===== src/rtl/uart_tx_sched_if.sv =====
// Requester and serializer signals shared by the UART transmit scheduler.
// The master modport is the scheduler side; slave is the requester/serializer side.
interface uart_tx_sched_if #(
  parameter int WIDTH   = 32,
  parameter int NUM_REQ = 4
);
  logic [NUM_REQ-1:0]       req;
  logic [NUM_REQ*WIDTH-1:0] req_data;
  logic [NUM_REQ-1:0]       ack;
  logic [WIDTH-1:0]         tx_data;
  logic                     tx_start_n;
  logic                     tx_busy;

  modport master (
    input  req, req_data, tx_busy,
    output ack, tx_data, tx_start_n
  );

  modport slave (
    output req, req_data, tx_busy,
    input  ack, tx_data, tx_start_n
  );
endinterface


===== src/rtl/uart_tx_sched.sv =====
// Round-robin arbiter feeding one UART serializer. Grants one edge after req is seen in IDLE.
// Requesters hold req/data until ack; no grant while tx_busy is high, en is low or a transfer is in flight.
module uart_tx_sched #(
  parameter int WIDTH   = 32,
  parameter int NUM_REQ = 4,
  parameter int ID_W    = 2,
  parameter int TO_CYC  = 8
) (
  input  logic             clk,
  input  logic             rst,
  input  logic             en,
  uart_tx_sched_if.master  bus,
  output logic             active,
  output logic [ID_W-1:0]  cur_id,
  output logic             done,
  output logic [ID_W-1:0]  done_id,
  output logic             to_err,
  input  logic             err_clr
);
  localparam int CNT_W = (TO_CYC > 1) ? $clog2(TO_CYC) : 1;

  typedef enum logic [1:0] {IDLE, LAUNCH, WAIT_BUSY, WAIT_DONE} state_t;

  state_t               state_q, state_d;
  logic [ID_W-1:0]      ptr_q, ptr_d;
  logic [CNT_W-1:0]     cnt_q, cnt_d;
  logic [WIDTH-1:0]     tx_data_q, tx_data_d;
  logic [ID_W-1:0]      cur_id_q, cur_id_d;
  logic [NUM_REQ-1:0]   ack_q, ack_d;
  logic                 tx_start_n_q, tx_start_n_d;
  logic                 done_q, done_d;
  logic [ID_W-1:0]      done_id_q, done_id_d;
  logic                 to_err_q, to_err_d;

  logic [WIDTH-1:0]     words [NUM_REQ];
  logic                 grant_vld;
  logic [ID_W-1:0]      win_id;
  int                   scan_idx;

  always_comb begin
    for (int i = 0; i < NUM_REQ; i++) begin
      words[i] = bus.req_data[i*WIDTH +: WIDTH];
    end
  end

  // Scan ptr, ptr+1, ... wrapping at NUM_REQ; the first set request wins.
  always_comb begin
    grant_vld = 1'b0;
    win_id    = '0;
    scan_idx  = 0;
    for (int k = 0; k < NUM_REQ; k++) begin
      scan_idx = int'(ptr_q) + k;
      if (scan_idx >= NUM_REQ) begin
        scan_idx = scan_idx - NUM_REQ;
      end
      if (!grant_vld && bus.req[ID_W'(scan_idx)]) begin
        grant_vld = 1'b1;
        win_id    = ID_W'(scan_idx);
      end
    end
  end

  always_comb begin
    state_d      = state_q;
    ptr_d        = ptr_q;
    cnt_d        = cnt_q;
    tx_data_d    = tx_data_q;
    cur_id_d     = cur_id_q;
    ack_d        = '0;
    tx_start_n_d = 1'b1;
    done_d       = 1'b0;
    done_id_d    = done_id_q;
    to_err_d     = err_clr ? 1'b0 : to_err_q;

    unique case (state_q)
      IDLE: begin
        if (en && !bus.tx_busy && grant_vld) begin
          tx_data_d       = words[win_id];
          cur_id_d        = win_id;
          ack_d[win_id]   = 1'b1;
          tx_start_n_d    = 1'b0;
          ptr_d           = (win_id == ID_W'(NUM_REQ-1)) ? '0 : win_id + ID_W'(1);
          state_d         = LAUNCH;
        end
      end
      LAUNCH: begin
        cnt_d   = '0;
        state_d = WAIT_BUSY;
      end
      WAIT_BUSY: begin
        if (bus.tx_busy) begin
          state_d = WAIT_DONE;
        end else if (cnt_q == CNT_W'(TO_CYC-1)) begin
          // Serializer never acknowledged: drop the word, flag it, and close the transfer.
          to_err_d  = 1'b1;
          done_d    = 1'b1;
          done_id_d = cur_id_q;
          state_d   = IDLE;
        end else begin
          cnt_d = cnt_q + CNT_W'(1);
        end
      end
      WAIT_DONE: begin
        if (!bus.tx_busy) begin
          done_d    = 1'b1;
          done_id_d = cur_id_q;
          state_d   = IDLE;
        end
      end
      default: state_d = IDLE;
    endcase
  end

  always_ff @(posedge clk) begin
    if (rst) begin
      state_q      <= IDLE;
      ptr_q        <= '0;
      cnt_q        <= '0;
      tx_data_q    <= '0;
      cur_id_q     <= '0;
      ack_q        <= '0;
      tx_start_n_q <= 1'b1;
      done_q       <= 1'b0;
      done_id_q    <= '0;
      to_err_q     <= 1'b0;
    end else begin
      state_q      <= state_d;
      ptr_q        <= ptr_d;
      cnt_q        <= cnt_d;
      tx_data_q    <= tx_data_d;
      cur_id_q     <= cur_id_d;
      ack_q        <= ack_d;
      tx_start_n_q <= tx_start_n_d;
      done_q       <= done_d;
      done_id_q    <= done_id_d;
      to_err_q     <= to_err_d;
    end
  end

  assign bus.ack        = ack_q;
  assign bus.tx_data    = tx_data_q;
  assign bus.tx_start_n = tx_start_n_q;
  assign active         = (state_q != IDLE);
  assign cur_id         = cur_id_q;
  assign done           = done_q;
  assign done_id        = done_id_q;
  assign to_err         = to_err_q;
endmodule


===== src/flat_wrapper.sv =====
// flat-port wrapper written by rule: the top's interface ports become plain ports
module uart_tx_sched_flat 
#(
  parameter int WIDTH   = 32,
  parameter int NUM_REQ = 4,
  parameter int ID_W    = 2,
  parameter int TO_CYC  = 8
)
  (clk, rst, en, active, cur_id, done, done_id, to_err, err_clr, bus_req, bus_req_data, bus_tx_busy, bus_ack, bus_tx_data, bus_tx_start_n);
  uart_tx_sched_if #(.WIDTH(WIDTH), .NUM_REQ(NUM_REQ)) bus_i ();
  input  logic clk;
  input  logic rst;
  input  logic en;
  output logic active;
  output logic [ID_W-1:0] cur_id;
  output logic done;
  output logic [ID_W-1:0] done_id;
  output logic to_err;
  input  logic err_clr;
  input wire logic [$bits(bus_i.req)-1:0] bus_req;
  input wire logic [$bits(bus_i.req_data)-1:0] bus_req_data;
  input wire logic [$bits(bus_i.tx_busy)-1:0] bus_tx_busy;
  output wire logic [$bits(bus_i.ack)-1:0] bus_ack;
  output wire logic [$bits(bus_i.tx_data)-1:0] bus_tx_data;
  output wire logic [$bits(bus_i.tx_start_n)-1:0] bus_tx_start_n;
  assign bus_i.req = bus_req;
  assign bus_i.req_data = bus_req_data;
  assign bus_i.tx_busy = bus_tx_busy;
  assign bus_ack = bus_i.ack;
  assign bus_tx_data = bus_i.tx_data;
  assign bus_tx_start_n = bus_i.tx_start_n;
  uart_tx_sched #(.WIDTH(WIDTH), .NUM_REQ(NUM_REQ), .ID_W(ID_W), .TO_CYC(TO_CYC)) u_core (.clk(clk), .rst(rst), .en(en), .bus(bus_i), .active(active), .cur_id(cur_id), .done(done), .done_id(done_id), .to_err(to_err), .err_clr(err_clr));
endmodule

===== config.mk =====
export PLATFORM = sky130hd
export DESIGN_NAME = uart_tx_sched_flat
export DESIGN_NICKNAME = d
export VERILOG_FILES = /design/src/rtl/uart_tx_sched_if.sv /design/src/rtl/uart_tx_sched.sv /design/src/flat_wrapper.sv
export SDC_FILE = /design/constraint.sdc
export NUM_CORES = 1
export LEC_CHECK = 0
export BUFFER_PORTS_ARGS = -buffer_cell sky130_fd_sc_hd__buf_2
export CORE_AREA = 2 2 90 92
export DETAILED_ROUTE_END_ITERATION = 6
export DIE_AREA = 0 0 92 94
export PLACE_DENSITY = 0.77
export SYNTH_ARGS = -nofsm -noshare
export SYNTH_HDL_FRONTEND = slang
export SYNTH_SLANG_ARGS = --single-unit

===== constraint.sdc =====
create_clock -name clk -period 1.7 [get_ports clk]
set_input_delay 0.085 -clock clk [delete_from_list [all_inputs] [get_ports clk]]
set_output_delay 0.085 -clock clk [all_outputs]
set_load 0.1 [all_outputs]

# Word level (Yosys, flattened, before mapping)
# Cells that the tools add are included.
[classes] reduce_logical=20 bitwise_logic=3 eq_ne=11 n_addsub=9 n_mux=51 magnitude_cmp=11
[ops] op="$bmux 32 s2" n=1
[ops] op="$mux 32" n=2
[ops] op="$mux 2" n=16
[ops] op="$mux 1" n=21
[ops] op="$lt 2x4->1 const B" n=4
[ops] op="$ge 3x3->1 const B" n=4
[ops] op="$bmux 1 s2" n=4
[ops] op="$pmux 2 s4" n=1
[ops] op="$sub 2x1->2 const B" n=4
[ops] op="$add 2x2->3 const B" n=2
[ops] op="$eq 2x2->1 const B" n=3
[ops] op="$logic_and 1x1->1" n=6
[ops] op="$mux 3" n=2
[ops] op="$ne 2x2->1 const B" n=3
[ops] op="$pmux 3 s2" n=1
[ops] op="$reduce_and 3->1" n=2
[ops] op="$reduce_bool 2->1" n=3
[ops] op="$logic_not 1->1" n=4
[ops] op="$ne 2x1->1 const B" n=2
[ops] op="$pmux 2 s2" n=1
[ops] op="$reduce_and 4->1" n=1
[ops] op="$add 2x1->3 const B" n=1
[ops] op="$add 3x1->3 const B" n=1
[ops] op="$eq 3x3->1 const B" n=1
[ops] op="14 further kinds" n=15
[totals] wordCells=115 in_bits=137 register_bits=50

# Depth between registers and ports, before layout
[depth] word_depth=19 depth_mapped=8

# Worst setup path after synthesis
# No wires, ideal clock.
[synth_path] path_type="reg-to-reg" start="register u_core.ptr_q[1]" end="register u_core.tx_data_q[10] (netlist: u_core.bus.tx_data[10])" setup_slack_ns=0.121 synth_period_minus_slack_ns=1.579 setup_time_ns=0.128 stages_incl_launch_ff=8 required_ns=1.572 path_buffers=2 arrival_time_ns=1.450 cell_sequence="dfxtp_1 o21bai_1 nor3b_1 buf_2 clkbuf_1 nor3b_1 o21ai_1 o211ai_1"
[synth_between] elab_chain_cells=19 word_cells_on_any_way=47 cone_classes="add/sub: 7; order compare: 4; mux: 27; bitwise: 1; reduce/logical: 8"
[synth_lines] element="start: declaration" line_no="uart_tx_sched.sv:25" text="logic [ID_W-1:0] ptr_q, ptr_d;"
[synth_lines] element="start signal: assignment" line_no="uart_tx_sched.sv:128" text="ptr_q <= ptr_d;"
[synth_lines] element="branches (longest 19 deep; another with $add 2x1->3)"
[synth_lines] element="end signal: assignment" line_no="uart_tx_sched.sv:130" text="tx_data_q <= tx_data_d;"
[synth_lines] element="end: declaration" line_no="uart_tx_sched.sv:27" text="logic [WIDTH-1:0] tx_data_q, tx_data_d;"
# Several ways; the timed one is not identified. The select of a mux whose other input is x is not followed.
# A chain may end at the register's enable or synchronous reset.

# Worst setup path in the final report
[layout_path] start="register u_core.ptr_q[1]" end="register u_core.tx_data_q[20] (netlist: u_core.bus.tx_data[20])"
# The elaborated chain is that of the path after synthesis.

==> out/metrics.json <==
{
  "final_layout_size_suffix_gt1_share": {"value": 42.8, "unit": "%"},
  "layout_worst_path_cycle_share": {"value": 95.8, "unit": "%"},
  "dieHeight": {"value": 94, "unit": "um"},
  "timing_worst_slew_pin_value": {"value": 507, "unit": "ps"},
  "cts_hold_buf": {"value": 0},
  "worst_path_max_delay_cell": {"value": "sky130_fd_sc_hd__dfxtp_2"},
  "routed_wire_length_per_instance": {"value": 14.9, "unit": "um"},
  "cts_max_level": {"value": 2},
  "synthToLayoutAreaGrowth": {"value": 42.7, "unit": "%"},
  "clockBufferDepth": {"value": 2},
  "placed_cells": {"value": 620},
  "dpl.hpwl": {"value": 7.02, "unit": "mm"},
  "path_class": {"value": "reg2reg"},
  "synthSimpleGateAreaFrac": {"value": 21.7, "unit": "%"},
  "timing_max_transition_violations_final": {"value": 0},
  "p_comb_share": {"value": 39.6, "unit": "%"},
  "synth_warnings": {"value": 0},
  "io_pins": {"value": 181},
  "synth_compound_area_share": {"value": 25.7, "unit": "%"},
  "largest_net_degree_at_the_start_of_global_routing": {"value": 51},
  "timing.max_slew.rel_slack": {"value": 66.4, "unit": "%"},
  "p_per_area": {"value": 818, "unit": "nW/um^2"},
  "portion_of_netlist_area_occupied_by_mux_cells": {"value": 10.6, "unit": "%"},
  "drt_pass1_iterations": {"value": 4},
  "cp_num_buf_inv": {"value": 2},
  "critPathMaxFanout": {"value": 30},
  "place.port_buffers": {"value": 180},
  "run_status": {"value": "finished, final reports clean"},
  "ys_seq_area_share": {"value": 33.1, "unit": "%"},
  "fmaxAchievable": {"value": 614, "unit": "MHz"},
  "nets": {"value": 672},
  "global_route.overflow_total": {"value": 0},
  "p_total": {"value": 3.53, "unit": "mW"},
  "seq_power_share": {"value": 36.6, "unit": "%"},
  "dr_total_vias": {"value": 3245},
  "floorplan.core_area": {"value": 7610, "unit": "um^2"},
  "finClkSkew": {"value": 7.94, "unit": "ps"},
  "die_area": {"value": 8650, "unit": "um^2"},
  "synth-edff-count": {"value": 0},
  "final_period_minus_worst_setup_slack": {"value": 1630, "unit": "ps"},
  "syn-cell-area": {"value": 3020, "unit": "um^2"},
  "synth_top_flop_cell": {"value": "sky130_fd_sc_hd__dfxtp_1"},
  "totalNegativeSetupSlack": {"value": 0, "unit": "ps"},
  "tritoncts.num_buffers": {"value": 5},
  "post_synth.cell_area_avg": {"value": 8.69, "unit": "um^2"},
  "timing_hold_violations_final": {"value": 0},
  "tritoncts": {"value": "done"},
  "drc": {"value": 0},
  "critPathRequiredTime": {"value": 1890, "unit": "ps"},
  "net-switching-power": {"value": 1.37, "unit": "mW"},
  "clock_latency": {"value": 300, "unit": "ps"},
  "sw_frac_of_total": {"value": 38.9, "unit": "%"},
  "start_util": {"value": 39.8, "unit": "%"},
  "synth_fa_ha_area_share": {"value": 2.48, "unit": "%"},
  "detail_route_antenna_nets": {"value": 0},
  "ys_seq_elements": {"value": 50},
  "crit_path_max_incr_delay": {"value": 350, "unit": "ps"},
  "cpLargestDelayFamily": {"value": "compound AO/OA/AOI/OAI gates"},
  "rows": {"value": 32},
  "setup_repair_after_global_routing_missed_its_margin": {"value": "true"},
  "holdCritStartpoint": {"value": "bus_req_data[41]"},
  "first_global_vias": {"value": 3176},
  "cts_root_buffer": {"value": "sky130_fd_sc_hd__clkbuf_8"},
  "total_leakage_power": {"value": 2.06, "unit": "nW"},
  "insertedDiodeCount": {"value": 0},
  "worstHoldPathType": {"value": "in2reg"},
  "gp_routability_congestion": {"value": 0.927},
  "power.ir.vdd_worst": {"value": 0.000534, "unit": "V"},
  "async_flop_share": {"value": 0, "unit": "%"},
  "grt_util_all_layers": {"value": 20.4, "unit": "%"},
  "critical_path_arrival": {"value": 1820, "unit": "ps"},
  "critical_path.startpoint_type": {"value": "flop"},
  "drt-initial-drc-count": {"value": 121},
  "routed_wl": {"value": 9.43, "unit": "mm"},
  "mostFrequentLayoutCell": {"value": "sky130_fd_sc_hd__buf_2"},
  "synth_cell_type_count": {"value": 38},
  "worst_r2r_startpoint": {"value": "u_core.ptr_q[1]$_SDFFE_PP0P_"},
  "internal-power": {"value": 2.16, "unit": "mW"},
  "avgViaCountPerCell": {"value": 5.13},
  "wire_length_of_the_first_global_routing_pass": {"value": 14.3, "unit": "mm"},
  "antenna_found_initial": {"value": 0},
  "syn-num-nets": {"value": 491},
  "clock_sink_count": {"value": 50},
  "finalSetupViolCount": {"value": 0},
  "crit_path_end_kind": {"value": "flop"},
  "synth_top_family_by_area": {"value": "compound AO/OA/AOI/OAI gates"},
  "clk_pin_slew": {"value": 100, "unit": "ps"},
  "layout_common_cells": {"value": "sky130_fd_sc_hd__buf_2 (180), sky130_fd_sc_hd__dfxtp_1 (48), sky130_fd_sc_hd__nand2_1 (45)"},
  "die_width": {"value": 92, "unit": "um"},
  "synthesis.instances": {"value": 348},
  "post_layout_nonfiller_instances": {"value": 632},
  "share_of_power_burned_in_the_clock_network": {"value": 23.9, "unit": "%"},
  "synth-xor-area-share": {"value": 0, "unit": "%"},
  "crit_path_cell_trace": {"value": "o21bai_1 > nor3b_2 > buf_6 > buf_12 > nor3b_1 > o21ai_0 > o211ai_1"},
  "max_cap_viol_count": {"value": 0},
  "critPathLaunch": {"value": "u_core.ptr_q[1]$_SDFFE_PP0P_"}
}
==> path summary, 6_finish.rpt <==
check / end / slack [ps] / depth (start not counted)
setup / recovery: u_core.bus.tx_data[20]$_SDFFE_PP0P_ / 70 / 7
hold / removal: u_core.bus.tx_data[9]$_SDFFE_PP0P_ / 60 / 3
setup reg to reg: u_core.bus.tx_data[20]$_SDFFE_PP0P_ / 70 / 7
hold reg to reg: u_core.bus.tx_data[6]$_SDFFE_PP0P_ / 470 / 2
==> repair_timing <==
item / 4_1_cts / 5_1_grt
resized for setup: 1 / 13
endpoints found under the hold margin: 0 / 0
pin swaps: 0 / 3
cloned: 0 / 2
setup buffers: 0 / 2
endpoints found under the setup margin: 1 / 31
==> worst min-delay path, cell delays in order <==
cell	delay [ps]
sky130_fd_sc_hd__buf_2	70
sky130_fd_sc_hd__mux2i_1	60
sky130_fd_sc_hd__o22ai_1	100
==> stage by stage <==
stage | worst slack [ps] | hold WS, ps | instance area, um^2 | utilization (%)
after detailed placement | 21.4 | 375 | 4090 | 53.8
after CTS | 27.0 | 52.4 | 4210 | 55.3
after floorplan | 121 | 234 | 3020 | -
after global placement | 103 | 365 | 4090 | 53.8
final | 71.4 | 61.9 | 4310 | 56.7
after global routing | -64.2 | 75.8 | 4310 | 56.7
==> per-layer routing <==
layer / up-vias / wire, um / GRT usage (%)
met5: - / 0 / 0
met4: 0 / 241 / 8.96
met3: 22 / 522 / 3.45
met2: 128 / 4850 / 37.1
met1: 1470 / 3820 / 23.4
li1: 1625 / - / -
==> synthesized netlist by cell type, types with 5 or more instances <==
| cell type | count | share of area [%] |
|---|---|---|
| sky130_fd_sc_hd__dfxtp_1 | 50 | 33 |
| sky130_fd_sc_hd__nand2_1 | 45 | 5.6 |
| sky130_fd_sc_hd__nor3b_1 | 33 | 8.2 |
| sky130_fd_sc_hd__mux2i_1 | 32 | 11 |
| sky130_fd_sc_hd__o211ai_1 | 31 | 7.7 |
| sky130_fd_sc_hd__o21a_1 | 31 | 7.7 |
| sky130_fd_sc_hd__o21ai_0 | 20 | 3.3 |
| sky130_fd_sc_hd__o21ai_1 | 15 | 2.5 |
| sky130_fd_sc_hd__a21oi_1 | 14 | 2.3 |
| sky130_fd_sc_hd__buf_2 | 9 | 1.5 |
| sky130_fd_sc_hd__buf_6 | 6 | 2.2 |
| sky130_fd_sc_hd__clkbuf_1 | 6 | 0.74 |
| sky130_fd_sc_hd__ha_1 | 6 | 2.5 |
| sky130_fd_sc_hd__nand2b_1 | 5 | 1.0 |
| sky130_fd_sc_hd__nor2_1 | 5 | 0.62 |
==> kinds of logic after synthesis <==
logic type	count (synthesis)
fa+ha+maj	6
flops	50
compound gates	117
mux	32
simple gates	110
buf+inv	33
==> flip-flops by register name, indices dropped and copies added, names as in the netlist <==
name	cells
u_core.cnt_q	3
u_core.done_id	2
u_core.bus.tx_start_n	1
u_core.to_err	1
u_core.bus.tx_data	32
u_core.done	1
u_core.bus.ack	4
u_core.state_q	2
u_core.ptr_q	2
u_core.cur_id	2
==> power by group through the flow <==
| stage | Combinational (mW) | Clock, mW | Sequential, mW |
|---|---|---|---|
| floorplan | 0.513 | 0 | 1.79 |
| global placement | 1.34 | 0 | 1.32 |
| detailed placement | 1.36 | 0 | 1.32 |
| CTS | 1.36 | 0.873 | 1.29 |
| global route | 1.48 | 0.915 | 1.30 |
| finish | 1.40 | 0.843 | 1.29 |
==> layout make-up <==
class | instances | area (um^2)
inverters | 5 | 18.8
clock inverters | 2 | 37.5
fillers | 718 | 3290
clock buffers | 6 | 72.6
well taps | 102 | 128
multi-input cells | 265 | 1850
repair buffers | 202 | 1200
flip-flops and latches | 50 | 1000
Note: power is estimated with default switching activity, not from simulation.
